### src/rtl/core_pkg.sv
// rtl/core_pkg.sv - shared constants, instruction bit map and state encoding for core_ctrl
package core_pkg;

  localparam int INST_W = 34;
  localparam int ADDR_W = 11;

  localparam int I_ACC      = 33;
  localparam int I_CEN_P    = 32;
  localparam int I_WEN_P    = 31;
  localparam int I_AP_LSB   = 20;
  localparam int I_CEN_X    = 19;
  localparam int I_WEN_X    = 18;
  localparam int I_AX_LSB   = 7;
  localparam int I_OFIFO_RD = 6;
  localparam int I_IFIFO_WR = 5;
  localparam int I_IFIFO_RD = 4;
  localparam int I_L0_RD    = 3;
  localparam int I_L0_WR    = 2;
  localparam int I_EXEC     = 1;
  localparam int I_LOAD     = 0;

  localparam logic [INST_W-1:0] INST_IDLE = 34'h1_800C_0000;

  localparam int               COL_DEF     = 8;
  localparam int               ROW_DEF     = 8;
  localparam int               LEN_NIJ_DEF = 36;
  localparam int               GAP_CYC_DEF = 10;
  localparam logic [ADDR_W-1:0] W_BASE_DEF = 11'h400;
  localparam logic [3:0]       KIJ_MAX     = 4'd8;

  typedef enum logic [2:0] {
    S_IDLE,
    S_WLD,
    S_KLD,
    S_GAP,
    S_XLD,
    S_DRAIN,
    S_DONE
  } state_e;

endpackage

### src/rtl/core_ctrl.sv
// rtl/core_ctrl.sv - sequences one kij pass: weight load, kernel load, activation stream, psum drain
module core_ctrl
  import core_pkg::*;
#(
  parameter int               COL     = COL_DEF,
  parameter int               ROW     = ROW_DEF,
  parameter int               LEN_NIJ = LEN_NIJ_DEF,
  parameter int               GAP_CYC = GAP_CYC_DEF,
  parameter logic [ADDR_W-1:0] W_BASE = W_BASE_DEF
) (
  input  logic              clk,
  input  logic              reset,
  input  logic              start,
  input  logic [3:0]        kij,
  input  logic              ofifo_valid,
  output logic [INST_W-1:0] inst,
  output logic              busy,
  output logic              done,
  output logic              err
);

  localparam int M1      = (COL + ROW > COL) ? COL + ROW : COL;
  localparam int M2      = (GAP_CYC > M1) ? GAP_CYC : M1;
  localparam int CNT_MAX = (LEN_NIJ + 1 > M2) ? LEN_NIJ + 1 : M2;
  localparam int CNT_W   = $clog2(CNT_MAX + 1);
  localparam int PC_W    = $clog2(LEN_NIJ + 1);

  state_e              state_q, state_d;
  logic [CNT_W-1:0]    cnt_q, cnt_d;
  logic [PC_W-1:0]     pcnt_q, pcnt_d;
  logic [3:0]          kij_q, kij_d;
  logic [INST_W-1:0]   inst_q, inst_d;
  logic                busy_q, done_q, err_q, err_d;
  logic                psum_wr;

  always_comb begin
    state_d = state_q;
    cnt_d   = cnt_q;
    pcnt_d  = pcnt_q;
    kij_d   = kij_q;
    inst_d  = INST_IDLE;
    err_d   = 1'b0;

    // Psum writeback runs alongside both XLD and DRAIN and stops dead at LEN_NIJ rows
    psum_wr = ((state_q == S_XLD) || (state_q == S_DRAIN)) && ofifo_valid &&
              (pcnt_q < PC_W'(LEN_NIJ));
    if (psum_wr) begin
      inst_d[I_OFIFO_RD] = 1'b1;
      inst_d[I_CEN_P]    = 1'b0;
      inst_d[I_WEN_P]    = 1'b0;
      inst_d[I_AP_LSB +: ADDR_W] = ADDR_W'(kij_q) * ADDR_W'(LEN_NIJ) + ADDR_W'(pcnt_q);
      pcnt_d = pcnt_q + 1'b1;
    end

    case (state_q)
      S_IDLE: begin
        if (start && !busy_q) begin
          if (kij > KIJ_MAX) begin
            err_d = 1'b1;
          end else begin
            kij_d   = kij;
            cnt_d   = '0;
            pcnt_d  = '0;
            state_d = S_WLD;
          end
        end
      end
      S_WLD: begin
        inst_d[I_CEN_X] = 1'b0;
        inst_d[I_L0_WR] = 1'b1;
        inst_d[I_AX_LSB +: ADDR_W] = W_BASE + ADDR_W'(kij_q) * ADDR_W'(COL) + ADDR_W'(cnt_q);
        cnt_d = cnt_q + 1'b1;
        if (cnt_q == CNT_W'(COL - 1)) begin
          cnt_d   = '0;
          state_d = S_KLD;
        end
      end
      S_KLD: begin
        inst_d[I_L0_RD] = 1'b1;
        inst_d[I_LOAD]  = 1'b1;
        cnt_d = cnt_q + 1'b1;
        if (cnt_q == CNT_W'(COL + ROW - 1)) begin
          cnt_d   = '0;
          state_d = S_GAP;
        end
      end
      S_GAP: begin
        cnt_d = cnt_q + 1'b1;
        if (cnt_q == CNT_W'(GAP_CYC - 1)) begin
          cnt_d   = '0;
          state_d = S_XLD;
        end
      end
      S_XLD: begin
        // L0 read/execute trail the L0 write by one cycle, hence LEN_NIJ+1 steps
        if (cnt_q < CNT_W'(LEN_NIJ)) begin
          inst_d[I_CEN_X] = 1'b0;
          inst_d[I_L0_WR] = 1'b1;
          inst_d[I_AX_LSB +: ADDR_W] = ADDR_W'(cnt_q);
        end
        if (cnt_q != '0) begin
          inst_d[I_L0_RD] = 1'b1;
          inst_d[I_EXEC]  = 1'b1;
        end
        cnt_d = cnt_q + 1'b1;
        if (cnt_q == CNT_W'(LEN_NIJ)) begin
          cnt_d   = '0;
          state_d = S_DRAIN;
        end
      end
      S_DRAIN: begin
        if (pcnt_d == PC_W'(LEN_NIJ)) state_d = S_DONE;
      end
      S_DONE: begin
        state_d = S_IDLE;
      end
      default: state_d = S_IDLE;
    endcase
  end

  always_ff @(posedge clk) begin
    if (!reset) begin
      state_q <= S_IDLE;
      cnt_q   <= '0;
      pcnt_q  <= '0;
      kij_q   <= '0;
      inst_q  <= INST_IDLE;
      busy_q  <= 1'b0;
      done_q  <= 1'b0;
      err_q   <= 1'b0;
    end else begin
      state_q <= state_d;
      cnt_q   <= cnt_d;
      pcnt_q  <= pcnt_d;
      kij_q   <= kij_d;
      inst_q  <= inst_d;
      busy_q  <= (state_q != S_IDLE);
      done_q  <= (state_q == S_DONE);
      err_q   <= err_d;
    end
  end

  assign inst = inst_q;
  assign busy = busy_q;
  assign done = done_q;
  assign err  = err_q;

endmodule
### config.mk
export PLATFORM = sky130hd
export DESIGN_NAME = core_ctrl
export DESIGN_NICKNAME = d
export VERILOG_FILES = /design/src/rtl/core_pkg.sv /design/src/rtl/core_ctrl.sv
export SDC_FILE = /design/constraint.sdc
export NUM_CORES = 1
export LEC_CHECK = 0
export ABC_AREA = 1
export BUFFER_PORTS_ARGS = -buffer_cell sky130_fd_sc_hd__buf_2
export CAP_MARGIN = 20
export CORE_MARGIN = 2
export CORE_UTILIZATION = 55
export DETAILED_ROUTE_END_ITERATION = 16
export GPL_TIMING_DRIVEN = 0
export PLACE_DENSITY_LB_ADDON = 0.05
export REMOVE_ABC_BUFFERS = 1
export SYNTH_ARGS = -nofsm -noshare
export SYNTH_HDL_FRONTEND = slang
export SYNTH_SLANG_ARGS = --single-unit
### constraint.sdc
create_clock -name clk -period 2.61 [get_ports clk]
set_clock_uncertainty 0.15 [all_clocks]
set_input_delay 0.1305 -clock clk [delete_from_list [all_inputs] [get_ports clk]]
set_output_delay 0.1305 -clock clk [all_outputs]
set_load 0.005 [all_outputs]
==> results of run 1 <==
==> area by class of cell <==
class | instances | area, um^2
Multi-Input combinational cell | 217 | 1195
Clock buffer | 8 | 80.08
Inverter | 43 | 163.9
Sequential cell | 49 | 980.9
Timing Repair Buffer | 43 | 240.2
Fill cell | 373 | 1364
Tap cell | 50 | 62.56
==> power groups by stage <==
stage	Combinational, mW	Clock, mW	Sequential (mW)
detailed placement	0.637	0	0.910
finish	0.645	0.425	0.892
global route	0.740	0.469	0.904
floorplan	0.492	0	0.902
global placement	0.629	0	0.909
CTS	0.648	0.438	0.893
==> sequential cells by signal (all words and copies together) (netlist names) <==
name	count
kij_q	4
err	1
pcnt_q	6
state_q	3
inst	27
busy	1
done	1
cnt_q	6
==> logic make-up (layout without fill, tap and decap cells) <==
logic type                 Yosys count  after routing  synth area share, %
other                                2              6               0.3152
buffers and inverters               51             94                9.296
AOI/OAI and AO/OA                   43             43                10.19
adders and majority gates           16             16                9.034
xor gates and xnor gates             3              3                1.103
DFF                                 49             49                41.18
and+or+nand+nor                    149            149                28.89
==> routing by layer <==
layer  track usage (%)  up-vias  wire length (um)
met5                 0        -                 0
met1             25.30      913              2100
met3             4.942        7               194
met2             35.13       41              2212
met4             6.197        0                58
li1                  -     1084                 -
==> cells in the final DEF, fill, tap and decap left out, types with 2 or more instances in the layout <==
cell type and n:
buf_2 38, or2_2 3, nand2_1 57, conb_1 6, ha_1 14, nor2_1 42
fa_1 2, dlygate4sd3_1 5, dfxtp_1 49, xnor2_1 2, nor4_1 2, a211oi_1 2
nand2_2 5, nand3_1 19, nand4_1 4, inv_1 34, nor3b_1 2, clkbuf_8 5
clkbuf_1 3, nor2_2 8, o21ai_2 2, a21oi_1 21, o21ai_0 12, inv_2 7
nor2_4 2, nor3_1 3, o21ai_1 2
==> what timing repair did <==
item | CTS | global route
hold buffers | 5 | 0
endpoints found under the setup margin | 0 | 0
setup buffers | 0 | 0
hold endpoints to repair | 6 | 0
gates resized for setup | 0 | 0
==> Yosys cell counts, drive strengths merged (3+ instances only) <==
| cell | number |
|---|---|
| o21ai | 16 |
| dfxtp | 49 |
| inv | 42 |
| or2 | 3 |
| nor3b | 4 |
| ha | 14 |
| buf | 8 |
| nand4 | 4 |
| nand2 | 62 |
| nor3 | 3 |
| nand3 | 19 |
| nor2 | 52 |
| a21oi | 22 |
==> worst max path at each step <==
stage / to / from
finish: inst[28] / pcnt_q[2]
global route: inst[28] / pcnt_q[2]
detailed placement: inst[28] / pcnt_q[2]
floorplan: inst[26] / pcnt_q[2]
global placement: inst[28] / pcnt_q[2]
CTS: inst[28] / pcnt_q[2]
==> critical path, delay by kind of cell (launching register included) <==
| family | cells | cell delay (ns) |
|---|---|---|
| buffers and inverters | 3 | 0.20 |
| AO/OA/AOI/OAI | 4 | 0.38 |
| flip-flops | 1 | 0.47 |
| adder cells (fa/ha/maj) | 2 | 0.58 |
| AND/OR/NAND/NOR | 1 | 0.10 |
==> impl_metrics.csv, run 1 <==
group,metric,value,unit
floorplanning,die-area,4874,um^2
cts,root_buffer,"clkbuf_8",
global_route,grt_pass1_wl,8100,um
min_path,hold_start,"start",
cells_and_area,diodes,0,
timing,drv_slew,0,
cts,cts_buffers,5,
critical_path,start_kind,"flop",
power_and_ir_drop,seqPwrFrac,45.5,%
cts,clkLatencyLatePin,0.30,ns
floorplanning,core_area,4086,um^2
timing,tns,0,ns
synth,ys_async_sr_fraction,0,%
min_path,whs_path_depth,5,
timing,timing.final.ws_setup,0.5943,ns
placement,dpl_cell_area,2592,um^2
floorplanning,initial_core_util,58.30,%
critical_path,r2r_end,"inst[28]",
synth,synth.yosys.seq_area_share,41.18,%
critical_path,criticalPathCategory,"flop to flop",
synth,syn_inst,313,
synth,synthFlopType,"dfxtp_1",
power_and_ir_drop,p_int,1.253,mW
cells_and_area,layout.cells.non_filler,410,
cells_and_area,final_util,66.63,%
floorplanning,die_w,69.82,um
cells_and_area,drive_above_1_share,20.56,%
synth,synth_top_area_share,41.18,%
critical_path,worst_path_max_delay_cell,"dfxtp_1",
timing,max_freq,0.4961,GHz
timing,finalHoldWorstSlack,0.01160,ns
power_and_ir_drop,p_per_area,720.8,nW/um^2
cts,cts_buffer_depth,2,
critical_path,cp.required,2.65,ns
synth,synth_edf_count,0,
synth,synth_area,2382,um^2
critical_path,path_common_cell,"inv_1",
detailed_routing,drt_iter0_markers,122,
detailed_routing,drtAntennaViolNets,0,
cells_and_area,nNetsFinal,383,
cells_and_area,fin_area,2723,um^2
placement,portBuffers,38,
critical_path,rrSetupSlack,0.59,ns
timing,setup_viol,0,
cts,cts_tree,"done",
min_path,hold_class,"input port to flop",
global_route,grt_use_total,20.46,%
power_and_ir_drop,netSwitchingFraction,36.16,%
critical_path,r2r-start,"pcnt_q[2]",
min_path,holdPathEnd,"err",
power_and_ir_drop,pwr-share-clk,21.7,%
global_route,grt_remaining_overflow,0,
cts,h-tree-depth,2,
floorplanning,ioPinCount,45,
critical_path,endpoint_kind,"flop",
power_and_ir_drop,combPwrFrac,32.9,%
power_and_ir_drop,leakagePower,1.301,nW
global_route,antenna_found_initial,0,
synth,synthDistinctLibCells,34,
placement,placed_cells,397,
cts,clock_sink_count,49,
timing,rsz0062_at_grt,"no",
critical_path,cp_slowest_stage_delay,0.47,ns
flow_run,max_cap_viol_count,0,
placement,preCtsSetupSlack,0.6312,ns
floorplanning,placementRows,23,
power_and_ir_drop,vdd_drop_max,0.5186,mV
synth,syn_area_per_cell,7.611,um^2
timing,finalHoldViolations,0,
global_route,grt_pass1_vias,1926,
cells_and_area,area_growth,14.29,%
detailed_routing,firstDrtPassIters,4,
timing,min_period,2.016,ns
floorplanning,die_h,69.82,um
placement,dp_hpwl,3428,um
global_route,grt_max_degree,14,
placement,gp_congestion,0.8954,
synth,netlist_top_cells_area,"dfxtp_1, nand2_1, ha_1",
detailed_routing,routed_via_density,4.988,
critical_path,worstPathMaxFanout,7,
status,status,"finished clean",
critical_path,worst-r2r-cell-count,10,
synth,ys_warn_count,0,
power_and_ir_drop,p_total,1.962,mW
power_and_ir_drop,p_switching,0.7097,mW
detailed_routing,routedWlPerCell,11.14,um
critical_path,path_cells,"ha_1 > inv_1 > fa_1 > inv_1 > a21o_1 > a21oi_1 > nor2_1 > inv_1 > o21ai_0 > a21oi_1",
timing,timing.final.crit_share,77.23,%
detailed_routing,drc_errors,0,
detailed_routing,drt-total-wl,4566,um
detailed_routing,vias,2045,
cts,cts.clk_slew.worst_paths,0.08,ns
synth,ys_ff_latch,49,
synth,yosys.area.top_type,"dfxtp_1",
critical_path,cp_data_arrival_time,2.05,ns
Note: power is estimated with default switching activity, not from simulation.
==> inputs of run 2 (changes only) <==
--- a/config.mk
+++ b/config.mk
@@ -9,7 +9,7 @@
 export BUFFER_PORTS_ARGS = -buffer_cell sky130_fd_sc_hd__buf_2
 export CAP_MARGIN = 20
 export CORE_MARGIN = 2
-export CORE_UTILIZATION = 55
+export CORE_UTILIZATION = 49
 export DETAILED_ROUTE_END_ITERATION = 16
 export GPL_TIMING_DRIVEN = 0
 export PLACE_DENSITY_LB_ADDON = 0.05
==> constraint.sdc (replaced) <==
create_clock -name clk -period 1.6 [get_ports clk]
set_clock_uncertainty 0.15 [all_clocks]
set_input_delay 0.08 -clock clk [delete_from_list [all_inputs] [get_ports clk]]
set_output_delay 0.08 -clock clk [all_outputs]
set_load 0.005 [all_outputs]
==> run 2 against run 1 <==
  * The run now ends with setup timing left
  * Routed wire length increased by 48%
  * Total power increased by 110%
  * Combinational power increased to 2.7 times the previous value
  * Sequential cell count unchanged
  * Hold slack improved by 0.00053 ns
  * Fmax increased by 5.1%
  * Utilization increased by 9.4 points
  * Register-to-register slack got worse by 0.91 ns
  * Die area increased by 12%
  * Worst setup slack got worse by 0.91 ns
==> impl_metrics.csv, run 2 (synthesis gave the netlist of run 1 again) <==
group,metric,value,unit
detailed_routing,vias,2374,
floorplanning,die_w,73.73,um
cts,clkLatencyLatePin,0.31,ns
timing,finalHoldViolations,0,
placement,preCtsSetupSlack,-0.4168,ns
placement,placed_cells,401,
floorplanning,initial_core_util,50.77,%
floorplanning,placementRows,25,
timing,rsz0062_at_grt,"yes",
global_route,grt_use_total,21.89,%
flow_run,max_cap_viol_count,0,
placement,portBuffers,38,
timing,drv_slew,0,
power_and_ir_drop,netSwitchingFraction,37.39,%
timing,setup_viol,18,
cts,cts_buffer_depth,2,
global_route,grt_pass1_vias,2050,
critical_path,path_cells,"ha_4 > inv_2 > fa_2 > inv_2 > a21o_1 > a21oi_2 > nor2_1 > inv_1 > o21ai_1 > a21oi_1",
power_and_ir_drop,combPwrFrac,41.7,%
cells_and_area,final_util,76.00,%
detailed_routing,drtAntennaViolNets,0,
critical_path,cp.required,1.66,ns
critical_path,path_common_cell,"inv_2",
cts,clock_sink_count,49,
power_and_ir_drop,p_switching,1.571,mW
power_and_ir_drop,pwr-share-clk,22.1,%
detailed_routing,firstDrtPassIters,4,
cts,root_buffer,"clkbuf_8",
timing,timing.final.crit_share,119.9,%
placement,gp_congestion,0.8376,
critical_path,cp_data_arrival_time,1.98,ns
cells_and_area,area_growth,49.68,%
timing,min_period,1.918,ns
floorplanning,core_area,4692,um^2
detailed_routing,drt-total-wl,6736,um
cts,cts_buffers,5,
power_and_ir_drop,leakagePower,1.555,nW
critical_path,cp_slowest_stage_delay,0.40,ns
detailed_routing,routedWlPerCell,15.00,um
critical_path,start_kind,"flop",
critical_path,endpoint_kind,"flop",
power_and_ir_drop,vdd_drop_max,0.8382,mV
status,status,"finished with violations",
global_route,antenna_found_initial,0,
cells_and_area,diodes,0,
power_and_ir_drop,seqPwrFrac,36.2,%
cells_and_area,nFillCells,338,
timing,max_freq,0.5214,GHz
status,failed_checks,"setup timing",
detailed_routing,drc_errors,0,
cts,cts_tree,"done",
cells_and_area,layout_common_cells,"nand2_1, buf_2, nor2_1",
global_route,grt_max_degree,15,
placement,dp_hpwl,3599,um
critical_path,worst_path_max_delay_cell,"dfxtp_4",
cells_and_area,layout.cells.non_filler,449,
min_path,hold_class,"input port to flop",
floorplanning,die_h,73.73,um
cts,h-tree-depth,2,
power_and_ir_drop,p_int,2.630,mW
floorplanning,ioPinCount,45,
detailed_routing,routed_via_density,5.287,
global_route,grt_remaining_overflow,0,
cts,cts.clk_slew.worst_paths,0.09,ns
cells_and_area,drive_above_1_share,48.86,%
cells_and_area,final_common_cell,"nand2_1",
critical_path,worstPathMaxFanout,3,
timing,timing.final.ws_setup,-0.3180,ns
detailed_routing,drt_iter0_markers,139,
floorplanning,die-area,5435,um^2
cells_and_area,nNetsFinal,418,
power_and_ir_drop,p_per_area,1178,nW/um^2
cells_and_area,largest_reg_flops,27,
global_route,grt_pass1_wl,9252,um
critical_path,criticalPathCategory,"flop to flop",
-- run 2: power groups by stage --
stage / combinational (mW) / sequential, mW / clock [mW]
after floorplan: 0.802 / 1.47 / 0
after global placement: 1.04 / 1.48 / 0
after detailed placement: 1.04 / 1.49 / 0
after CTS: 1.27 / 1.52 / 0.928
after global routing: 1.91 / 1.54 / 0.974
final: 1.75 / 1.52 / 0.929
-- run 2: area by class of cell --
type | count | area, um^2 | area share (%)
multi-input cells | 217 | 1633 | 45.79
flip-flops and latches | 49 | 1039 | 29.12
repair buffers | 78 | 534.3 | 14.98
inverters | 43 | 176.4 | 4.947
clock buffers | 7 | 86.33 | 2.421
well taps | 54 | 67.56 | 1.895
clock inverters | 1 | 30.03 | 0.8421
-- run 2: per-stage QoR --
stage          instance area, um^2  hold WS [ns]  total power, mW  TNS [ns]
2_1_floorplan                 2340       0.05072            2.274   -0.8811
3_3_place_gp                  2597        0.1963            2.521    -3.241
3_5_place_dp                  2597        0.1944            2.530    -3.299
4_1_cts                       3172       0.02239            3.713   -0.8066
5_1_grt                       3566       0.03750            4.422    -3.692
6_report                      3566       0.01212            4.201    -2.175
-- run 2: per-layer routing --
metal	vias up	GRT usage, %	share of wire (%)
met5	-	0	0
met4	0	6.667	2.5
met3	23	4.664	4.3
li1	1153	-	-
met2	84	39.78	55
met1	1114	25.46	38
-- run 2: critical path, delay by kind of cell (launching register included) --
| family | cells | cell delay [ns] |
|---|---|---|
| adder cells (fa/ha/maj) | 2 | 0.50 |
| AO/OA/AOI/OAI | 4 | 0.50 |
| flip-flops | 1 | 0.40 |
| buffers and inverters | 3 | 0.19 |
| AND/OR/NAND/NOR | 1 | 0.08 |
-- run 2: final timing paths --
check | slack, ns | start | cells past startpoint | end
max | -0.32 | kij_q[0] | 10 | inst[28]
min | 0.01 | ofifo_valid | 5 | pcnt_q[3]
max reg2reg | -0.32 | kij_q[0] | 10 | inst[28]
min reg2reg | 0.35 | pcnt_q[1] | 2 | inst[21]
-- run 2: timing repair --
item	in CTS	in global routing
endpoints found under the setup margin	21	32
pin swaps	19	30
hold buffers	7	1
setup buffers	15	19
gates cloned	0	0
hold endpoints to repair	7	4
gates resized for setup	87	60
==> inputs of run 3 (changes only) <==
--- a/config.mk
+++ b/config.mk
@@ -13,6 +13,7 @@
 export DETAILED_ROUTE_END_ITERATION = 16
 export GPL_TIMING_DRIVEN = 0
 export PLACE_DENSITY_LB_ADDON = 0.05
+export RECOVER_POWER = 50
 export REMOVE_ABC_BUFFERS = 1
 export SYNTH_ARGS = -nofsm -noshare
 export SYNTH_HDL_FRONTEND = slang
==> run 3 against run 2 <==
  * Largest power group unchanged
  * Combinational power about the same
  * Sequential cell count stayed put
  * Largest cell class unchanged
  * Die area did not move
  * The run still ends with setup timing left
  * Routed wire length up 0.62%
==> impl_metrics.csv, run 3 (synthesis gave the netlist of run 1 again) <==
group,metric,value,unit
critical_path,path_common_cell,"inv_2",
power_and_ir_drop,p_switching,1.570,mW
timing,finalHoldViolations,0,
detailed_routing,drc_errors,0,
cells_and_area,final_common_cell,"nand2_1",
power_and_ir_drop,vdd_drop_max,0.8457,mV
flow_run,max_cap_viol_count,0,
detailed_routing,drtAntennaViolNets,0,
timing,setup_viol,19,
floorplanning,placementRows,25,
placement,gp_congestion,0.8376,
power_and_ir_drop,seqPwrFrac,36.3,%
timing,finalHoldWorstSlack,0.01365,ns
cells_and_area,final_util,75.57,%
global_route,grt_use_total,21.89,%
min_path,hold_class,"input port to flop",
cells_and_area,drive_above_1_share,44.81,%
detailed_routing,routed_via_density,5.301,
power_and_ir_drop,leakagePower,1.486,nW
power_and_ir_drop,netSwitchingFraction,37.44,%
floorplanning,ioPinCount,45,
placement,portBuffers,38,
cts,cts_buffers,5,
cts,root_buffer,"clkbuf_8",
timing,timing.final.crit_share,118.9,%
cells_and_area,layout_common_cells,"nand2_1, nor2_1, dfxtp_1",
status,failed_checks,"setup timing",
detailed_routing,drt-met1-wl,2626,um
cts,cts_buffer_depth,2,
cts,cts_tree,"done",
power_and_ir_drop,p_int,2.623,mW
timing,min_period,1.903,ns
critical_path,cp_data_arrival_time,1.96,ns
cells_and_area,largest_reg_flops,27,
critical_path,path_cells,"ha_4 > inv_2 > fa_2 > inv_2 > a21o_1 > a21oi_2 > nor2_1 > inv_1 > o21ai_1 > a21oi_1",
detailed_routing,drt_iter0_markers,124,
cells_and_area,fin_area,3546,um^2
detailed_routing,drt-total-wl,6778,um
global_route,grt_max_degree,15,
global_route,grt_pass1_wl,9252,um
detailed_routing,vias,2380,
placement,dpl_cell_area,2597,um^2
critical_path,start_kind,"flop",
timing,timing.final.ws_setup,-0.3027,ns
global_route,grt_pass1_vias,2050,
critical_path,worstPathMaxFanout,3,
global_route,grt_remaining_overflow,0,
detailed_routing,firstDrtPassIters,4,
critical_path,cp.required,1.65,ns
floorplanning,die_h,73.73,um
floorplanning,core_area,4692,um^2
cts,clkLatencyLatePin,0.31,ns
cts,clock_sink_count,49,
power_and_ir_drop,pwr-share-clk,22.1,%
critical_path,cp_slowest_stage_delay,0.40,ns
cells_and_area,area_growth,48.84,%
cells_and_area,diodes,0,
floorplanning,die_w,73.73,um
power_and_ir_drop,combPwrFrac,41.7,%
detailed_routing,wl_met2,3791,um
critical_path,criticalPathCategory,"flop to flop",
timing,drv_slew,0,
cts,h-tree-depth,2,
critical_path,crit_buf_inv,3,
global_route,antenna_found_initial,0,
timing,max_freq,0.5256,GHz
critical_path,endpoint_kind,"flop",
placement,dp_hpwl,3599,um
detailed_routing,routedWlPerCell,15.10,um
status,status,"finished with violations",
critical_path,worst_path_max_delay_cell,"dfxtp_4",
timing,rsz0062_at_grt,"yes",
cells_and_area,nNetsFinal,418,
floorplanning,initial_core_util,50.77,%
floorplanning,die-area,5435,um^2
power_and_ir_drop,p_per_area,1183,nW/um^2
detailed_routing,highest-signal-layer,"met4",
detailed_routing,wl_met3,228,um
critical_path,critical-path-top-delay-family,"adder cells",
cells_and_area,nFillCells,352,
cts,cts.clk_slew.worst_paths,0.09,ns
## run 3: cell count changes in the layout (fill, tap and decap cells not counted), sizes merged
cell    change
buf        -16
clkbuf     +16
## run 3: routing by layer
layer / up-vias / global-route usage, %
met4: 0 / 6.667
met2: 73 / 39.78
met1: 1141 / 25.46
met3: 12 / 4.664
met5: - / 0
li1: 1154 / -
## run 3: stage by stage
| stage | setup TNS [ns] | cells | power (mW) | setup WS, ns |
|---|---|---|---|---|
| after global routing | -3.692 | 449 | 4.416 | -0.3514 |
| after detailed placement | -3.299 | 401 | 2.530 | -0.4168 |
| final | -2.213 | 449 | 4.194 | -0.3027 |
| after CTS | -0.8066 | 431 | 3.713 | -0.1448 |
| after floorplan | -0.8811 | 309 | 2.274 | -0.2155 |
| after global placement | -3.241 | 401 | 2.521 | -0.3855 |
## run 3: path summary, 6_finish.rpt
| kind | from | to | slack [ns] | cells after the start |
|---|---|---|---|---|
| hold reg to reg | pcnt_q[1] | inst[21] | 0.35 | 2 |
| hold / removal | ofifo_valid | pcnt_q[3] | 0.01 | 5 |
| setup / recovery | kij_q[0] | inst[28] | -0.30 | 10 |
| setup reg to reg | kij_q[0] | inst[28] | -0.30 | 10 |
## run 3: final cells by class
class | instances | area [um^2] | share of cell area [%]
Tap cell | 54 | 67.56 | 1.905
Multi-Input combinational cell | 217 | 1633 | 46.05
Inverter | 43 | 176.4 | 4.975
Clock inverter | 1 | 30.03 | 0.8469
Clock buffer | 7 | 86.33 | 2.435
Timing Repair Buffer | 78 | 514.2 | 14.50
Sequential cell | 49 | 1039 | 29.29
## run 3: worst reg2reg max path, stage by stage (launching register included)
cell and delay, ns:
dfxtp_4 0.40, ha_4 0.15, inv_2 0.04, fa_2 0.35, inv_2 0.06, a21o_1 0.15, a21oi_2 0.08, nor2_1 0.08
inv_1 0.08, o21ai_1 0.20, a21oi_1 0.06
## run 3: timing repair
action                                  in CTS  in global routing
buffers inserted                            15                 19
pin swaps                                   19                 30
resized for setup                           87                 60
endpoints found under the setup margin      21                 32
hold endpoints to repair                     7                  4
hold buffers                                 7                  1
## run 3: power by group through the flow
stage	combinational, mW	clock [mW]	sequential (mW)
finish	1.75	0.926	1.52
global route	1.90	0.974	1.54
CTS	1.27	0.928	1.52
detailed placement	1.04	0	1.49
global placement	1.04	0	1.48
floorplan	0.802	0	1.47
